[config.mk]
export PLATFORM = sky130hd
export DESIGN_NAME = val2_shift_unit
export DESIGN_NICKNAME = d
export VERILOG_FILES = /design/src/rtl/val2_shift_unit.sv
export SDC_FILE = /design/constraint.sdc
export NUM_CORES = 1
export LEC_CHECK = 0
export ABC_AREA = 1
export CORE_MARGIN = 5
export CORE_UTILIZATION = 30
export DETAILED_ROUTE_END_ITERATION = 8
export PLACE_DENSITY = 0.53
export SLEW_MARGIN = 20
export SYNTH_ARGS = -nofsm -noshare
export SYNTH_HDL_FRONTEND = slang
export SYNTH_SLANG_ARGS = --single-unit
export TNS_END_PERCENT = 10
[constraint.sdc]
create_clock -name clk -period 3.6 [get_ports clk]
set_input_delay 0.54 -clock clk [delete_from_list [all_inputs] [get_ports clk]]
set_output_delay 0.54 -clock clk [all_outputs]
set_load 0.03 [all_outputs]
[src/rtl/val2_shift_unit.sv]
// val2_shift_unit: iterative ARM operand-2 generator with valid/ready handshake and flush.
// Define VAL2_REG_SHIFT_EN to support register-amount shifts (val_Rs).
module val2_shift_unit #(
  parameter int DATA_W = 32,
  parameter int STEP = 4
) (
  input  logic              clk,
  input  logic              rst,
  input  logic              flush,
  input  logic              in_valid,
  output logic              in_ready,
  input  logic [DATA_W-1:0] val_Rm,
  input  logic [7:0]        val_Rs,
  input  logic [11:0]       shift_OP,
  input  logic              imm,
  input  logic              read_write,
  input  logic              carry_in,
  output logic              out_valid,
  input  logic              out_ready,
  output logic [DATA_W-1:0] val2,
  output logic              carry_out
);
  localparam int RW = $clog2(DATA_W) + 1;
  localparam logic [2:0] LSL = 3'd0, LSR = 3'd1, ASR = 3'd2, ROR = 3'd3, RRX = 3'd4;
  typedef enum logic [1:0] {IDLE, SHIFT, DONE} state_t;
  state_t state, state_n;
  logic [DATA_W-1:0] acc, acc_init, acc_step, ror;
  logic [DATA_W:0] lsl, lsr;
  logic signed [DATA_W:0] asr;
  logic cy, cy_init, cy_step;
  logic [2:0] op, op_init;
  logic [RW-1:0] rem, k;
  logic [8:0] n;
  logic [4:0] amt;
  assign amt = shift_OP[11:7];
`ifdef VAL2_REG_SHIFT_EN
  logic [8:0] lim;
  assign lim = (shift_OP[6:5] == 2'b10) ? 9'(DATA_W) : 9'(DATA_W + 1);
`else
  logic unused_rs;
  assign unused_rs = ^val_Rs;
`endif
  always_comb begin
    acc_init = val_Rm;
    cy_init = carry_in;
    op_init = {1'b0, shift_OP[6:5]};
    n = 9'(amt);
    if (read_write) begin
      acc_init = {{(DATA_W-12){shift_OP[11]}}, shift_OP};
      n = '0;
    end else if (imm) begin
      acc_init = DATA_W'(shift_OP[7:0]);
      op_init = ROR;
      n = 9'({shift_OP[11:8], 1'b0} & 5'(DATA_W - 1));
    end
`ifdef VAL2_REG_SHIFT_EN
    else if (shift_OP[4]) begin
      if (val_Rs == '0) begin
        n = '0;
      end else if (shift_OP[6:5] == 2'b11) begin
        n = 9'(val_Rs & 8'(DATA_W - 1));
        cy_init = (n == '0) ? val_Rm[DATA_W-1] : carry_in;
      end else begin
        n = (9'(val_Rs) > lim) ? lim : 9'(val_Rs);
      end
    end
`endif
    else if (amt == '0 && shift_OP[6:5] != 2'b00) begin
      // LSR/ASR #0 encode a full-width shift; ROR #0 encodes RRX
      op_init = (shift_OP[6:5] == 2'b11) ? RRX : op_init;
      n = (shift_OP[6:5] == 2'b11) ? 9'd1 : 9'(DATA_W);
    end
  end
  assign k = (rem < RW'(STEP)) ? rem : RW'(STEP);
  assign lsl = {cy, acc} << k;
  assign lsr = {acc, cy} >> k;
  assign asr = $signed({acc, cy}) >>> k;
  assign ror = (acc >> k) | (acc << (RW'(DATA_W) - k));
  always_comb begin
    acc_step = op == LSL ? lsl[DATA_W-1:0] : op == LSR ? lsr[DATA_W:1] :
               op == ASR ? asr[DATA_W:1] : op == ROR ? ror : {cy, acc[DATA_W-1:1]};
    cy_step = op == LSL ? lsl[DATA_W] : op == LSR ? lsr[0] :
              op == ASR ? asr[0] : op == ROR ? ror[DATA_W-1] : acc[0];
  end
  always_ff @(posedge clk) begin
    if (rst) state <= IDLE;
    else state <= state_n;
  end
  always_comb begin
    state_n = state;
    if (flush) state_n = IDLE;
    else if (state == IDLE) state_n = in_valid ? ((n == '0) ? DONE : SHIFT) : IDLE;
    else if (state == SHIFT) state_n = (rem <= RW'(STEP)) ? DONE : SHIFT;
    else if (state == DONE) state_n = (out_valid && out_ready) ? IDLE : DONE;
  end
  always_comb in_ready = (state == IDLE);
  // result is registered one cycle after DONE is entered, then held until taken
  always_ff @(posedge clk) begin
    if (rst) begin
      acc <= '0;
      cy <= 1'b0;
      op <= '0;
      rem <= '0;
      val2 <= '0;
      carry_out <= 1'b0;
      out_valid <= 1'b0;
    end else if (flush) begin
      out_valid <= 1'b0;
    end else if (state == IDLE && in_valid) begin
      acc <= acc_init;
      cy <= cy_init;
      op <= op_init;
      rem <= n[RW-1:0];
    end else if (state == SHIFT) begin
      acc <= acc_step;
      cy <= cy_step;
      rem <= rem - k;
    end else if (state == DONE) begin
      out_valid <= !(out_valid && out_ready);
      if (!out_valid) begin
        val2 <= acc;
        carry_out <= cy;
      end
    end
  end
endmodule
==> metrics.md <==
| Metric | Value |
|---|---|
| Period minus WS final | 3.01 ns |
| Ant. Diodes | 0 |
| Number of synthesized register bits | between 70 and 80 |
| Cell area after synthesis | 6600 µm² |
| Clk pin slew, worst setup/hold paths | 0.06 ns |
| Final net count | 1276 |
| MaxCap Viol Count | 0 |
| Top-count cell post-synth | nand2_1 |
| # DRC | 0 |
| Die width | 158 µm |
| Synth-to-layout area growth | 22.9% |
| CP max stage delay | 0.48 ns |
| CP endpoint kind | register |
| Leak Pwr | ~3.5 nW |
| Synth Flop Type | dfxtp_1 |
| CP dominant cell by count | nand2_1 |
| Final period utilization | 83.7% |
| DRT Wirelength | 28000 µm |
| WS Path Type | reg2reg |
| Worst Tran Pin Value | a little over 0.7 ns |
| Core footprint | 21800 µm² |
| Placed wire-length estimate | slightly above 20000 µm |
| Bufs on Longest Clock Path | 2 |
| Tot Pwr | 0.00346 W |
| Highest clock rate | 0.332 GHz |
| Die Ht | 158 µm |
| Share of layout cells above drive strength 1 | 5.58% |
| Total GRT Usage | 22.3% |
| TNS Setup | 0 ns |
| Post-CTS setup buffer count | 0 |
| Required time of the critical path | 3.83 ns |
| Overflow after GRT | 0 |
| Data arrival, critical path | ~3.2 ns |
| Synth area leader | dfxtp_1 |
| Unrepaired setup endpoints after global routing | false |
| Post-route ant nets | 0 |
| Sink Count | 78 |
| Worst VDD drop | 0.260 mV |
| Syn Area/Cell | 5.70 µm² |
| Slowest cell on the critical path | dfxtp_1 |
| Cts repair resizes | 0 |
| Top cells by count, synth | 354 x nand2_1, 151 x o21ai_0, 120 x a21oi_1, 109 x inv_1, 78 x dfxtp_1 |
| Synth cell types | 42 |
| Hold Vio Cnt, Final | 0 |
| Hold Path Class | reg2reg |
| Slew margin rel. | 51.9% |
| Post-synth EDFFs | 0 |
| Synth top area cells | dfxtp_1 24%, nand2_1 20%, o21ai_0 11% |
| Initial DRC Count | 869 |
| Worst-Skew Late Latency | ~0.35 ns |
| Final setup violation count | 0 |
| Initial Utilization | 30.3% |
| Slew Limit Fails | 0 |
| CP startpoint kind | register |
| Vias per cell | 5.57 |
| Initial antenna violation count | 0 |
| Routed via count | 8338 |
| Synth async-reset ratio | 0% |
| Power Dens Cells | 427 nW/µm² |
| Post-synthesis sequential area ratio | about a quarter |
| Fin Clk Skew | 0.00917 ns |
| CTS tree | yes |
| Yosys warns | 0 |
| Row count | 54 |
| Cts bufs inserted | 9 |
| Crit path cell chain | nor2_4 > nand2_4 > nor2_4 > inv_1 > ha_1 > inv_1 > nor2_4 > nand2_1 > nand2_1 > inv_1 > o21ai_0 > inv_1 > nand2_1 > nand2_1 > nand3_1 > nand2_1 > nand2_1 > nand2_1 > nand2_1 > nand2_1 > nand2_1 > a21oi_1 |
| Crit-path max FO | 13 |
| Port buffer count | 86 |
| First-pass GRT wire length | ~44000 µm |
| # IOs | 95 |
| Die area | 25100 µm² |
| Routability congestion estimate | 0.968 |
| Post-synth net total | 1220 |
| Yosys top cell area share | 23.6% |
| Depth of the CTS H-tree | 3 |
| Routed WL per cell | approximately 19 µm |
| Hold_buf cts | 0 |
| Mapped Cells | ~1200 |
| Status | completed |
| First drt pass iteration count | 5 |
| Clock root buffer | clkbuf_16 |
| Vias in the first global route | 7938 |
| Largest net degree at the start of global routing | 67 |
## power by group
part	internal (W)	total (W)	switching, W	leakage (nW)
Clock	0.000692	0.00108	0.000387	0.166
Sequential	0.000917	0.000967	0.0000498	0.636
Combinational	0.000465	0.00142	0.000952	2.67
## cell usage in the layout, fill, tap and decap left out, types with 2 or more instances in the layout
cell             instances
and2_1                   4
nand2_2                  2
clkbuf_16                9
a221oi_1                13
a31oi_1                 10
nor2_1                  64
clkinv_1                 4
nor2_4                   6
inv_2                    2
bufinv_16                3
o22ai_1                 15
clkdlybuf4s50_1         86
inv_1                  109
o211ai_1                20
a32oi_1                  2
a21oi_1                120
o21bai_1                 2
o311ai_0                 5
nor3_1                   3
o2111ai_1                5
dfxtp_1                 78
o21a_1                   4
a211oi_1                 4
o221ai_1                12
nand4_1                 14
a41oi_1                  3
nand2_1                354
ha_1                     2
nand3_1                 45
nor2_2                   2
o21ai_1                 15
nand3_2                  2
o21ai_0                151
nor3_2                   2
buf_4                   35
## stage by stage
| step | util, % | std cells | worst slack [ns] | instance area (µm²) | hold WS, ns |
|---|---|---|---|---|---|
| final | 37.3 | 1498 | 0.587 | 8110 | 0.481 |
| after global routing | 37.3 | 1498 | 0.298 | 8110 | 0.501 |
| after CTS | 37.3 | 1498 | 0.631 | 8110 | 0.483 |
| after detailed placement | 35.7 | 1483 | 0.546 | 7770 | 0.473 |
| after global placement | 35.7 | 1483 | 0.574 | 7770 | 0.473 |
| after floorplan | - | 1158 | 0.525 | 6600 | 0.455 |
## area by class of cell
type | instances | area [µm²]
clock buffers | 11 | 243
clock inverters | 4 | 95.1
fillers | 2503 | 13600
inverters | 115 | 432
multi-input cells | 889 | 4310
flip-flops and latches | 78 | 1560
well taps | 280 | 350
repair buffers | 121 | 1120
## worst max-delay path, delay by kind of cell (launching register included)
family	cells	cell delay (ns)
AND/OR/NAND/NOR	15	1.66
flip-flops	1	0.48
buffers and inverters	4	0.31
adder cells (fa/ha/maj)	1	0.22
AO/OA/AOI/OAI	2	0.20
## per-layer routing
| layer | up-vias | part of all wire, % | track usage [%] |
|---|---|---|---|
| met1 | 3852 | 45 | 31.2 |
| met5 | - | 0 | 0 |
| met2 | 392 | 44 | 34.6 |
| met4 | 0 | 2.9 | 8.61 |
| met3 | 52 | 8.0 | 3.18 |
| li1 | 4042 | - | - |
## path summary, 6_finish.rpt
| check | startpoint | end | slack (ns) | depth (start not counted) |
|---|---|---|---|---|
| max | rem[2] | acc[30] | 0.59 | 22 |
| max reg2reg | rem[2] | acc[30] | 0.59 | 22 |
| min reg2reg | acc[20] | acc[20] | 0.48 | 2 |
| min | acc[20] | acc[20] | 0.48 | 2 |
## registers in the layout, summed over array words and instances (netlist names)
register,count
acc,32
val2,32
rem,6
op,3
state,2
carry_out,1
cy,1
out_valid,1
## cell families (layout without fill, tap and decap cells)
kind of cell,count (synthesis),after routing,synth area share [%]
and+or+nand+nor,500,500,31.2
DFF,78,78,23.6
adders and majority gates,2,2,0.379
other,1,1,0.0568
AOI/OAI and AO/OA,385,385,33.3
buffers and inverters,191,251,11.4
xor gates and xnor gates,1,1,0.133
Power figures use the tool's default switching activity.
